--- src/rtl/xbus_arb.sv ---
// Two-master arbiter for the controller data bus: round-robin with bounded bursts.
// Define BUSARB_PRIO_EN to give master 0 fixed priority instead.
module xbus_arb #(
   parameter int unsigned ADDR_W    = 16,
   parameter int unsigned DATA_W    = 32,
   parameter int unsigned MAX_BURST = 8
) (
   input  logic              clk,
   input  logic              rst,
   input  logic              m0_req,
   input  logic              m0_we,
   input  logic [ADDR_W-1:0] m0_addr,
   input  logic [DATA_W-1:0] m0_data_wr,
   output logic              m0_gnt,
   output logic              m0_ack,
   output logic [DATA_W-1:0] m0_data_rd,
   input  logic              m1_req,
   input  logic              m1_we,
   input  logic [ADDR_W-1:0] m1_addr,
   input  logic [DATA_W-1:0] m1_data_wr,
   output logic              m1_gnt,
   output logic              m1_ack,
   output logic [DATA_W-1:0] m1_data_rd,
   output logic              data_sel,
   output logic              data_we,
   output logic [ADDR_W-1:0] data_addr,
   output logic [DATA_W-1:0] data_to_wr,
   input  logic [DATA_W-1:0] data_to_rd
);

   localparam int unsigned CNT_W = 8;
   localparam logic [CNT_W-1:0] BURST_LAST = CNT_W'(MAX_BURST - 1);
   localparam logic [CNT_W-1:0] CNT_MAX    = '1;

   localparam logic [1:0] IDLE = 2'd0;
   localparam logic [1:0] OWN0 = 2'd1;
   localparam logic [1:0] OWN1 = 2'd2;

   logic [1:0]       state, state_nxt;
   logic [CNT_W-1:0] burst_cnt, cnt_nxt;
   logic             last, last_nxt;   // 1: master 1 owned the bus most recently

   logic       own_req, oth_req, own_is1, force_out;
   logic [1:0] oth_state;

   always_ff @(posedge clk or negedge rst) begin
      if (!rst) begin
         state     <= IDLE;
         burst_cnt <= '0;
         last      <= 1'b1;
      end else begin
         state     <= state_nxt;
         burst_cnt <= cnt_nxt;
         last      <= last_nxt;
      end
   end

   // Owner-relative view of the requests so both OWN states share one rule set
   always_comb begin
      own_is1   = (state == OWN1);
      own_req   = own_is1 ? m1_req : m0_req;
      oth_req   = own_is1 ? m0_req : m1_req;
      oth_state = own_is1 ? OWN0 : OWN1;
`ifdef BUSARB_PRIO_EN
      force_out = own_is1;
`else
      force_out = (burst_cnt == BURST_LAST);
`endif
   end

   always_comb begin
      state_nxt = state;
      cnt_nxt   = burst_cnt;
      last_nxt  = last;
      case (state)
         IDLE: begin
            cnt_nxt = '0;
`ifdef BUSARB_PRIO_EN
            if (m0_req)      state_nxt = OWN0;
            else if (m1_req) state_nxt = OWN1;
`else
            if (m0_req && m1_req) state_nxt = last ? OWN0 : OWN1;
            else if (m0_req)      state_nxt = OWN0;
            else if (m1_req)      state_nxt = OWN1;
`endif
         end
         OWN0, OWN1: begin
            if (!own_req) begin
               state_nxt = oth_req ? oth_state : IDLE;
               cnt_nxt   = '0;
               last_nxt  = own_is1;
            end else if (!oth_req) begin
               cnt_nxt = '0;
            end else if (force_out) begin
               state_nxt = oth_state;
               cnt_nxt   = '0;
               last_nxt  = own_is1;
            end else begin
               cnt_nxt = (burst_cnt == CNT_MAX) ? burst_cnt : burst_cnt + CNT_W'(1);
            end
         end
         default: begin
            state_nxt = IDLE;
            cnt_nxt   = '0;
         end
      endcase
   end

   // Grant-steered bus mux; zero-wait, so ack follows req within the cycle
   always_comb begin
      m0_gnt     = (state == OWN0);
      m1_gnt     = (state == OWN1);
      m0_ack     = m0_gnt & m0_req;
      m1_ack     = m1_gnt & m1_req;
      m0_data_rd = m0_gnt ? data_to_rd : '0;
      m1_data_rd = m1_gnt ? data_to_rd : '0;
      data_sel   = 1'b0;
      data_we    = 1'b0;
      data_addr  = '0;
      data_to_wr = '0;
      if (m0_gnt) begin
         data_sel   = m0_req;
         data_we    = m0_we;
         data_addr  = m0_addr;
         data_to_wr = m0_data_wr;
      end else if (m1_gnt) begin
         data_sel   = m1_req;
         data_we    = m1_we;
         data_addr  = m1_addr;
         data_to_wr = m1_data_wr;
      end
   end

endmodule
--- config.mk ---
export PLATFORM = sky130hd
export DESIGN_NAME = xbus_arb
export DESIGN_NICKNAME = d
export VERILOG_FILES = /design/src/rtl/xbus_arb.sv
export SDC_FILE = /design/constraint.sdc
export NUM_CORES = 1
export LEC_CHECK = 0
export BUFFER_PORTS_ARGS = -buffer_cell sky130_fd_sc_hd__buf_2
export CORE_AREA = 2 2 98 100
export CTS_CLUSTER_DIAMETER = 40
export CTS_CLUSTER_SIZE = 28
export DETAILED_ROUTE_END_ITERATION = 16
export DIE_AREA = 0 0 100 102
export PLACE_DENSITY = 0.57
export SKIP_LAST_GASP = 1
export SYNTH_ARGS = -nofsm -noshare
export SYNTH_HDL_FRONTEND = slang
export SYNTH_SLANG_ARGS = --single-unit
export TNS_END_PERCENT = 10
--- constraint.sdc ---
create_clock -name clk -period 1.8 [get_ports clk]
set_input_delay 0.36 -clock clk [delete_from_list [all_inputs] [get_ports clk]]
set_output_delay 0.36 -clock clk [all_outputs]
set_load 0.1 [all_outputs]
==> results of run 1 <==
[registers in the layout (all words and copies together) (netlist names)]
register   flops
burst_cnt      8
state          2
last           1
[layout make-up]
type                       instances  area share
multi-input combinational        176       0.318
tap                              111      0.0238
antenna                            1    0.000428
timing repair buffer             288       0.600
clock buffer                       4     0.00771
inverter                           3     0.00193
sequential                        11      0.0475
[logic make-up after synthesis]
kind of cell / share of synthesized area
flops: 0.165
simple gates: 0.343
mux: 0.0493
compound gates: 0.316
buf+inv: 0.0634
fa+ha+maj: 0.0373
xor+xnor: 0.0261
[worst paths after layout]
| kind | start | endpoint | slack, ns | cells after the start |
|---|---|---|---|---|
| setup / recovery | state[0]$_DFFE_PN0P_ | data_to_wr[2] | -0.29 | 7 |
| hold / removal | m1_req | last$_DFFE_PN1P_ | 0.38 | 2 |
| setup reg to reg | state[0]$_DFFE_PN0P_ | state[1]$_DFFE_PN0P_ | -0.02 | 7 |
| hold reg to reg | burst_cnt[0]$_DFFE_PN0P_ | burst_cnt[0]$_DFFE_PN0P_ | 0.53 | 1 |
| max in group asynchronous | rst | last$_DFFE_PN1P_ | 1.03 | 2 |
| min in group asynchronous | rst | burst_cnt[6]$_DFFE_PN0P_ | 0.51 | 2 |
[cells in the mapped netlist (all sizes together), types with 2 or more instances]
master	number
nand4	3
mux2	4
xnor2	2
buf	8
clkbuf	12
a21oi	4
nor2	3
nor2b	3
o21ai	8
mux2i	3
a22o	49
dfrtp	10
nand3	4
a31oi	2
and2	66
inv	3
xor2	3
ha	5
nand2	6
and3	2
nor3	2
[through the flow]
stage	util	std cells	instance area [µm²]	TNS [ns]	hold slack [ns]
CTS	0.627	590	5710	-18.63	0.371
global placement	0.602	576	5490	-0.337	0.242
floorplan	-	210	2200	-39.51	0.0644
finish	0.642	594	5840	-17.61	0.381
global route	0.641	593	5840	-25.21	0.391
detailed placement	0.602	576	5490	-0.599	0.244
[critical path, cell delays in order, from the launching register on]
cell and delay, ns:
dfrtp_1 0.40, buf_6 0.13, ha_4 0.17, nor2b_4 0.17
buf_12 0.16, clkbuf_16 0.15, a22o_4 0.13, buf_12 0.17
[repair_timing]
item | CTS | global route
gates cloned | 3 | 4
pin swaps | 1 | 1
buffers inserted | 6 | 0
gates resized for setup | 7 | 10
endpoints found under the setup margin | 117 | 126
endpoints found under the hold margin | 10 | 0
hold buffers | 1 | 0
[layer usage]
metal,share of wire,track usage,vias up
li1,-,-,1303
met1,0.32,0.194,1289
met2,0.57,0.380,176
met3,0.095,0.0588,13
met4,0.014,0.0474,2
met5,0.00089,0,-
==> results.md, run 1 <==
* Crit path arrival time at about 1.7 ns
* Worst-Skew Late Latency at 0.24 ns
* Synth top area cells: a22o_1 26%, and2_1 24%, dfrtp_1 15%
* Post-synth top flop: dfrtp_1
* Setup Viol. Count Final at about 120
* Slew headroom at 0.831
* Area taken by multi-input logic gates at 1860 µm²
* Core area at 9110 µm²
* Routed Antenna Nets at 0
* Critical path type: reg2out
* Synth Cell Area at 1680 µm²
* Syn_nets at 349
* Fill count at 689
* GRT overflow at 0
* Final-stage net count at 622
* Die area at 10200 µm²
* First-pass GRT wire length at 15200 µm
* Async S/R FF share, synth at 1.00
* Final hold vios at 0
* Clock skew at roughly 0.0014 ns
* Mapped Cells at 210
* Register Area at about 280 µm²
* Largest net degree at the start of global routing at 24
* Clock transition at path regs at ~0.050 ns
* Ys Warns at 0
* CTS tree: done
* Failing checks: setup timing
* Worst Setup Slack, final at -0.294 ns
* Worst-Margin Slew at 0.254 ns
* Commonest non-fill, non-tap cell in the layout: buf_2
* GRT Util Overall at 0.191
* Die width at 100 µm
* Outcome: complete, but fails checks
* Post-synth top area cell: a22o_1
* 1st-iter DRT viols at 53
* Crit-path max FO at 5
* P&R area growth vs syn at 249%
* Detail Placement HPWL at 9190 µm
* Worst setup EP type: output port
* #FFs+latches synth at 11
* RD Place Congestion at between 0.8 and 0.9
* Max-slew violations at 0
* CTS Buffer Depth at 2
* Synth top area share at 0.256
* Routed len/inst at 18.9 µm
* Die height at a little over 100 µm
* Startpoint types: flop
* DR vias/cell at 4.69
* Port Buffers at 251
* Min Tclk post-route at around 2.1 ns
* Commonest cells after routing, fill and taps aside: 133 x buf_2, 124 x buf_12, 52 x and2_2, 48 x a22o_4, 21 x buf_4
* Share of cells above drive strength 1 at 0.871
* Vias at 2783
* Initial core utilization at 0.184
* Row cnt at 35
* DRC at 0
* Routed wire length at 11200 µm
* Max cap viols at 0
* DR pass1 iterations at 4
* Antenna violations before repair at 2
* Hold Crit Class: in2reg
* Yosys cell types at 36
* Syn Area/Cell at 7.98 µm²
* Vias in the first global route at 2903
* Root buffer cell: clkbuf_8
* Worst slack, placed at -0.0651 ns
* I/O pin total at 252
* EDFF count, synth at 0
* Seq/Total Area, Yosys at 0.165
* Final Cycle Share at 1.16
* WP data required at 1.44 ns
* Max Fclk at 478 MHz
* Number of CTS-inserted buffers at 3
* H-tree depth at 1
* RSZ-0062 raised after global routing: true
* CTS sink cnt at 11
Power of run 1 is not shown: default switching activity piles up to over one toggle a cycle in this logic, so the estimate is an artifact.
==> run 2, diff against run 1 <==
==> config.mk (replaced) <==
export PLATFORM = sky130hd
export DESIGN_NAME = xbus_arb
export DESIGN_NICKNAME = d
export VERILOG_FILES = /design/src/rtl/xbus_arb.sv
export SDC_FILE = /design/constraint.sdc
export NUM_CORES = 1
export LEC_CHECK = 0
export CORE_AREA = 2 2 99 101
export CTS_CLUSTER_DIAMETER = 40
export CTS_CLUSTER_SIZE = 28
export DETAILED_ROUTE_END_ITERATION = 16
export DIE_AREA = 0 0 101 103
export DONT_BUFFER_PORTS = 1
export PLACE_DENSITY = 0.32
export SKIP_LAST_GASP = 1
export SYNTH_ARGS = -nofsm -noshare
export SYNTH_HDL_FRONTEND = slang
export SYNTH_SLANG_ARGS = --single-unit
export TNS_END_PERCENT = 10
==> results.md, run 2 (synthesized netlist as in run 1, its figures left out) <==
* Register Area at 278 µm² (unchanged)
* CTS tree: done (unchanged)
* Slew headroom at 0.651 (was 0.831)
* 1st-iter DRT viols at 55 (was 53)
* Worst-Skew Late Latency at 0.24 ns (about the same)
* Critical path type: reg2out (unchanged)
* Detail Placement HPWL at 7510 µm (was 9190 µm)
* DR vias/cell at 4.87 (was 4.69)
* Hold Crit Class: in2reg (unchanged)
* GRT overflow at 0 (unchanged)
* Final Cycle Share at 1.17 (was 1.16)
* Initial core utilization at 0.177 (was 0.184)
* Final-stage net count at 441 (was 622)
* Number of CTS-inserted buffers at 3 (unchanged)
* Max stage delay on crit path at 0.41 ns (was 0.40 ns)
* Largest net degree at the start of global routing at 31 (was 24)
* Non-filler cells in the finished layout at 415 (was 594)
* Max FFs per register at 8 (unchanged)
* Register bank with the most flops: burst_cnt (unchanged)
* Vias in the first global route at 1952 (was 2903)
* Top Registers: burst_cnt x8, state x2, last x1 (unchanged)
* DP Cell Count at 398 (was 576)
* Critical path's slowest cell: dfrtp_1 (unchanged)
* Commonest non-fill, non-tap cell in the layout: buf_12 (was buf_2)
* Crit-path max FO at 11 (was 5)
* WP data required at 1.44 ns (about the same)
* CTS Buffer Depth at 2 (unchanged)
* DR pass1 iterations at 4 (unchanged)
* Min Tclk post-route at 2.11 ns (was 2.09 ns)
* Vias at 2019 (was 2783)
* H-tree depth at 1 (unchanged)
* Port Buffers at 0 (was 251)
* First-pass GRT wire length at 11900 µm (was 15200 µm)
* Clock skew at 0.0106 ns (was 0.00145 ns)
* Die height at 103 µm (was 102 µm)
* Failing checks: setup timing (unchanged)
* Crit path buffers/inverters at 4 (unchanged)
* CP cell instances: buf_6 -> ha_4 -> nor2b_4 -> buf_12 -> buf_16 -> a22o_4 -> buf_12 (was buf_6 -> ha_4 -> nor2b_4 -> buf_12 -> clkbuf_16 -> a22o_4 -> buf_12)
* Cell repeated most along the worst path: buf_12 (unchanged)
* Worst-Margin Slew at 0.522 ns (was 0.254 ns)
* Fill count at 872 (was 689)
* Worst Setup Slack, final at -0.314 ns (was -0.294 ns)
* Routed wire length at 8820 µm (was 11200 µm)
* RSZ-0062 raised after global routing: true (unchanged)
* Die area at 10400 µm² (was 10200 µm²)
* Antenna violations before repair at 0 (was 2)
* Share of cells above drive strength 1 at 0.791 (was 0.871)
* Routed len/inst at 21.2 µm (was 18.9 µm)
* Clock transition at path regs at 0.06 ns (was 0.05 ns)
* Largest delay share family, worst path: buffers and inverters (unchanged)
* Max Fclk at 473 MHz (was 478 MHz)
* Final hold vios at 0 (unchanged)
* Outcome: complete, but fails checks (unchanged)
* Worst setup EP type: output port (unchanged)
* Setup Viol. Count Final at 120 (was 116)
* DRC at 0 (unchanged)
* Core area at 9460 µm² (was 9110 µm²)
* Routed Antenna Nets at 0 (unchanged)
* Die width at 101 µm (was 100 µm)
* CTS sink cnt at 11 (unchanged)
* Max cap viols at 0 (unchanged)
* Row cnt at 36 (was 35)
* Antenna fix cells at 0 (was 1)
* Crit path arrival time at 1.75 ns (was 1.73 ns)
* I/O pin total at 252 (unchanged)
* P&R area growth vs syn at 153% (was 249%)
* Area taken by multi-input logic gates at 1860 µm² (unchanged)
* Startpoint types: flop (unchanged)
* GRT Util Overall at 0.150 (was 0.191)
* Max-slew violations at 0 (unchanged)
* Root buffer cell: clkbuf_8 (unchanged)
* RD Place Congestion at 0.767 (was 0.843)
* Commonest cells after routing, fill and taps aside: 78 x buf_12, 52 x and2_2, 48 x a22o_4, 19 x buf_4, 14 x and2_4 (was 133 x buf_2, 124 x buf_12, 52 x and2_2, 48 x a22o_4, 21 x buf_4)
## run 2: per-stage QoR
step / worst slack (ns) / hold WS (ns) / area, µm² / util / TNS [ns]
floorplan: -0.390 / 0.0644 / 2200 / - / -39.51
global placement: -0.0119 / 0.0647 / 3910 / 0.414 / -0.0201
detailed placement: -0.0422 / 0.0647 / 3910 / 0.414 / -0.470
CTS: -0.304 / 0.168 / 4220 / 0.446 / -23.58
global route: -0.349 / 0.170 / 4250 / 0.449 / -31.13
finish: -0.314 / 0.167 / 4250 / 0.449 / -23.69
## run 2: final cells by class
type / count / area share
repair buffers: 107 / 0.450
well taps: 114 / 0.0336
clock buffers: 4 / 0.0106
inverters: 3 / 0.00265
flip-flops and latches: 11 / 0.0654
multi-input cells: 176 / 0.438
## run 2: path summary, 6_finish.rpt
path	startpoint	end	cells after the start	slack [ns]
setup / recovery	state[1]$_DFFE_PN0P_	data_to_wr[2]	7	-0.31
hold / removal	m1_req	last$_DFFE_PN1P_	1	0.17
setup reg to reg	state[1]$_DFFE_PN0P_	state[0]$_DFFE_PN0P_	7	-0.04
hold reg to reg	burst_cnt[0]$_DFFE_PN0P_	burst_cnt[0]$_DFFE_PN0P_	1	0.53
max in group asynchronous	rst	state[0]$_DFFE_PN0P_	1	0.89
min in group asynchronous	rst	burst_cnt[1]$_DFFE_PN0P_	1	0.53
## run 2: timing repair
action / 4_1_cts / 5_1_grt
endpoints found under the setup margin: 120 / 121
gates resized for setup: 17 / 0
endpoints found under the hold margin: 11 / 0
pin swaps: 4 / 1
cloned: 4 / 1
setup buffers: 8 / 0
hold buffers: 1 / 0
## run 2: worst register-to-register path: stages (launching register included)
cell	delay [ns]
dfrtp_1	0.41
buf_6	0.13
ha_4	0.15
buf_4	0.13
mux2_2	0.25
a22o_1	0.24
o21ai_2	0.09
mux2_4	0.32
## run 2: layer usage
| metal | vias up | global-route usage | part of all wire |
|---|---|---|---|
| li1 | 940 | - | - |
| met3 | 6 | 0.0332 | 0.083 |
| met2 | 130 | 0.278 | 0.55 |
| met1 | 943 | 0.177 | 0.36 |
| met5 | - | 0 | 0 |
| met4 | 0 | 0.0333 | 0.012 |
Power of run 2 is left out for the same reason.
==> run 3, diff against run 2 <==
--- a/config.mk
+++ b/config.mk
@@ -5,13 +5,16 @@
 export SDC_FILE = /design/constraint.sdc
 export NUM_CORES = 1
 export LEC_CHECK = 0
-export CORE_AREA = 2 2 99 101
+export CELL_PAD_IN_SITES_DETAIL_PLACEMENT = 1
+export CELL_PAD_IN_SITES_GLOBAL_PLACEMENT = 1
+export CORE_AREA = 2 2 98 100
 export CTS_CLUSTER_DIAMETER = 40
 export CTS_CLUSTER_SIZE = 28
 export DETAILED_ROUTE_END_ITERATION = 16
-export DIE_AREA = 0 0 101 103
+export DIE_AREA = 0 0 100 102
 export DONT_BUFFER_PORTS = 1
-export PLACE_DENSITY = 0.32
+export PLACE_DENSITY = 0.46
+export SETUP_SLACK_MARGIN = 0.15
 export SKIP_LAST_GASP = 1
 export SYNTH_ARGS = -nofsm -noshare
 export SYNTH_HDL_FRONTEND = slang
==> results.md, run 3 (synthesized netlist as in run 1, its figures left out) <==
* Routed wire length at 9900 µm (was 8820 µm)
* Row cnt at 35 (was 36)
* Crit-path max FO at 6 (was 11)
* Min Tclk post-route at 2.13 ns (was 2.11 ns)
* P&R area growth vs syn at 161% (was 153%)
* H-tree depth at 1 (unchanged)
* Critical path type: reg2out (unchanged)
* DR pass1 iterations at 4 (unchanged)
* Worst slack, placed at -0.0942 ns (was -0.0422 ns)
* CP startpoint: state[0]$_DFFE_PN0P_ (was state[1]$_DFFE_PN0P_)
* Max cap viols at 0 (unchanged)
* RD Place Congestion at 0.818 (was 0.767)
* Setup Viol. Count Final at 120 (unchanged)
* Outcome: complete, but fails checks (unchanged)
* Largest delay share family, worst path: buffers and inverters (unchanged)
* Worst setup EP type: output port (unchanged)
* Area after DPL at 3900 µm² (was 3910 µm²)
* 1st-iter DRT viols at 47 (was 55)
* Non-filler cells in the finished layout at 418 (was 415)
* Register Area at 278 µm² (unchanged)
* DRC at 0 (unchanged)
* GRT overflow at 0 (unchanged)
* Commonest non-fill, non-tap cell in the layout: buf_12 (unchanged)
* CTS sink cnt at 11 (unchanged)
* Clock transition at path regs at 0.05 ns (was 0.06 ns)
* Slew headroom at 0.667 (was 0.651)
* Clock skew at 0.00200 ns (was 0.0106 ns)
* Register bank with the most flops: burst_cnt (unchanged)
* Routed len/inst at 23.7 µm (was 21.2 µm)
* Final Cycle Share at 1.18 (was 1.17)
* Routed Antenna Nets at 0 (unchanged)
* CP cell instances: buf_6 -> ha_4 -> buf_4 -> buf_8 -> buf_12 -> a22o_4 -> buf_12 (was buf_6 -> ha_4 -> nor2b_4 -> buf_12 -> buf_16 -> a22o_4 -> buf_12)
* RSZ-0062 raised after global routing: true (unchanged)
* Vias in the first global route at 2172 (was 1952)
* Port Buffers at 0 (unchanged)
* Largest net degree at the start of global routing at 36 (was 31)
* Crit path buffers/inverters at 5 (was 4)
* DP Cell Count at 395 (was 398)
* Die width at 100 µm (was 101 µm)
* Detail Placement HPWL at 8220 µm (was 7510 µm)
* Antenna fix cells at 0 (unchanged)
* Max stage delay on crit path at 0.40 ns (was 0.41 ns)
* Antenna violations before repair at 0 (unchanged)
* Commonest cells after routing, fill and taps aside: 80 x buf_12, 52 x and2_2, 48 x a22o_4, 17 x buf_4, 14 x and2_4 (was 78 x buf_12, 52 x and2_2, 48 x a22o_4, 19 x buf_4, 14 x and2_4)
* Worst Setup Slack, final at -0.326 ns (was -0.314 ns)
* First-pass GRT wire length at 13600 µm (was 11900 µm)
* Cell repeated most along the worst path: buf_12 (unchanged)
* Core area at 9110 µm² (was 9460 µm²)
* Final-stage net count at 447 (was 441)
* Share of cells above drive strength 1 at 0.798 (was 0.791)
* GRT Util Overall at 0.177 (was 0.150)
* Die height at 102 µm (was 103 µm)
* Critical path's slowest cell: dfrtp_1 (unchanged)
* CTS tree: done (unchanged)
* Max FFs per register at 8 (unchanged)
* Number of CTS-inserted buffers at 3 (unchanged)
* Initial core utilization at 0.184 (was 0.177)
* Crit path arrival time at 1.77 ns (was 1.75 ns)
* Worst reg2reg path startpoint: state[0]$_DFFE_PN0P_ (was state[1]$_DFFE_PN0P_)
* Top Registers: burst_cnt x8, state x2, last x1 (unchanged)
* Vias at 2091 (was 2019)
* Root buffer cell: clkbuf_8 (unchanged)
* Area taken by multi-input logic gates at 1860 µm² (unchanged)
* Final hold vios at 0 (unchanged)
* Startpoint types: flop (unchanged)
* Post-Layout Inst Area at 4370 µm² (was 4250 µm²)
* DR vias/cell at 5.00 (was 4.87)
* Failing checks: setup timing (unchanged)
* Fill count at 913 (was 872)
* I/O pin total at 252 (unchanged)
* Max-slew violations at 0 (unchanged)
* CTS Buffer Depth at 2 (unchanged)
* Worst-Skew Late Latency at 0.24 ns (about the same)
* Hold Crit Class: in2reg (unchanged)
* Worst-Margin Slew at 0.499 ns (was 0.522 ns)
* Max Fclk at 470 MHz (was 473 MHz)
* Die area at 10200 µm² (was 10400 µm²)
* WP data required at 1.44 ns (about the same)
* Hold_sp: m1_req (unchanged)
==> run 3: cell count changes in the layout (fill, tap and decap cells not counted), sizes merged <==
cell / change
buf: +5
clkbuf: +1
==> run 3: final cells by class <==
type                    count  area share
repair buffers            113       0.466
flip-flops and latches     11      0.0636
multi-input cells         176       0.426
clock buffers               4      0.0103
inverters                   3     0.00258
well taps                 111      0.0318
==> run 3: final timing paths <==
kind | to | slack, ns | depth (start not counted)
setup / recovery | data_we | -0.33 | 7
hold / removal | last$_DFFE_PN1P_ | 0.18 | 1
setup reg to reg | state[0]$_DFFE_PN0P_ | -0.15 | 8
hold reg to reg | burst_cnt[0]$_DFFE_PN0P_ | 0.54 | 1
max in group asynchronous | state[1]$_DFFE_PN0P_ | 0.91 | 1
min in group asynchronous | burst_cnt[2]$_DFFE_PN0P_ | 0.53 | 1
==> run 3: per-stage QoR <==
step | hold slack (ns) | setup TNS, ns | util
CTS | 0.177 | -26.92 | 0.472
detailed placement | 0.0647 | -2.83 | 0.428
global placement | 0.0646 | -0.726 | 0.428
floorplan | 0.0644 | -39.51 | -
global route | 0.177 | -32.56 | 0.480
finish | 0.181 | -25.47 | 0.480
==> run 3: what timing repair did <==
item,in CTS,in global routing
hold endpoints to repair,11,0
resized for setup,22,2
setup buffers,8,2
cloned,6,2
pin swaps,8,2
hold buffers,1,0
setup endpoints to repair,127,128
==> run 3: worst reg2reg max path, stage by stage (launching register included) <==
cell and delay (ns):
dfrtp_1 0.40, inv_2 0.09, ha_4 0.13, buf_4 0.11, buf_4 0.13, mux2_2 0.33
a22o_1 0.23, o21ai_2 0.09, mux2_4 0.32
==> run 3: per-layer routing <==
metal	track usage	routed length (µm)
met5	0	0
met4	0.0379	140
met3	0.0527	955
met2	0.319	5260
met1	0.210	3550
Power of run 3 is left out for the same reason.
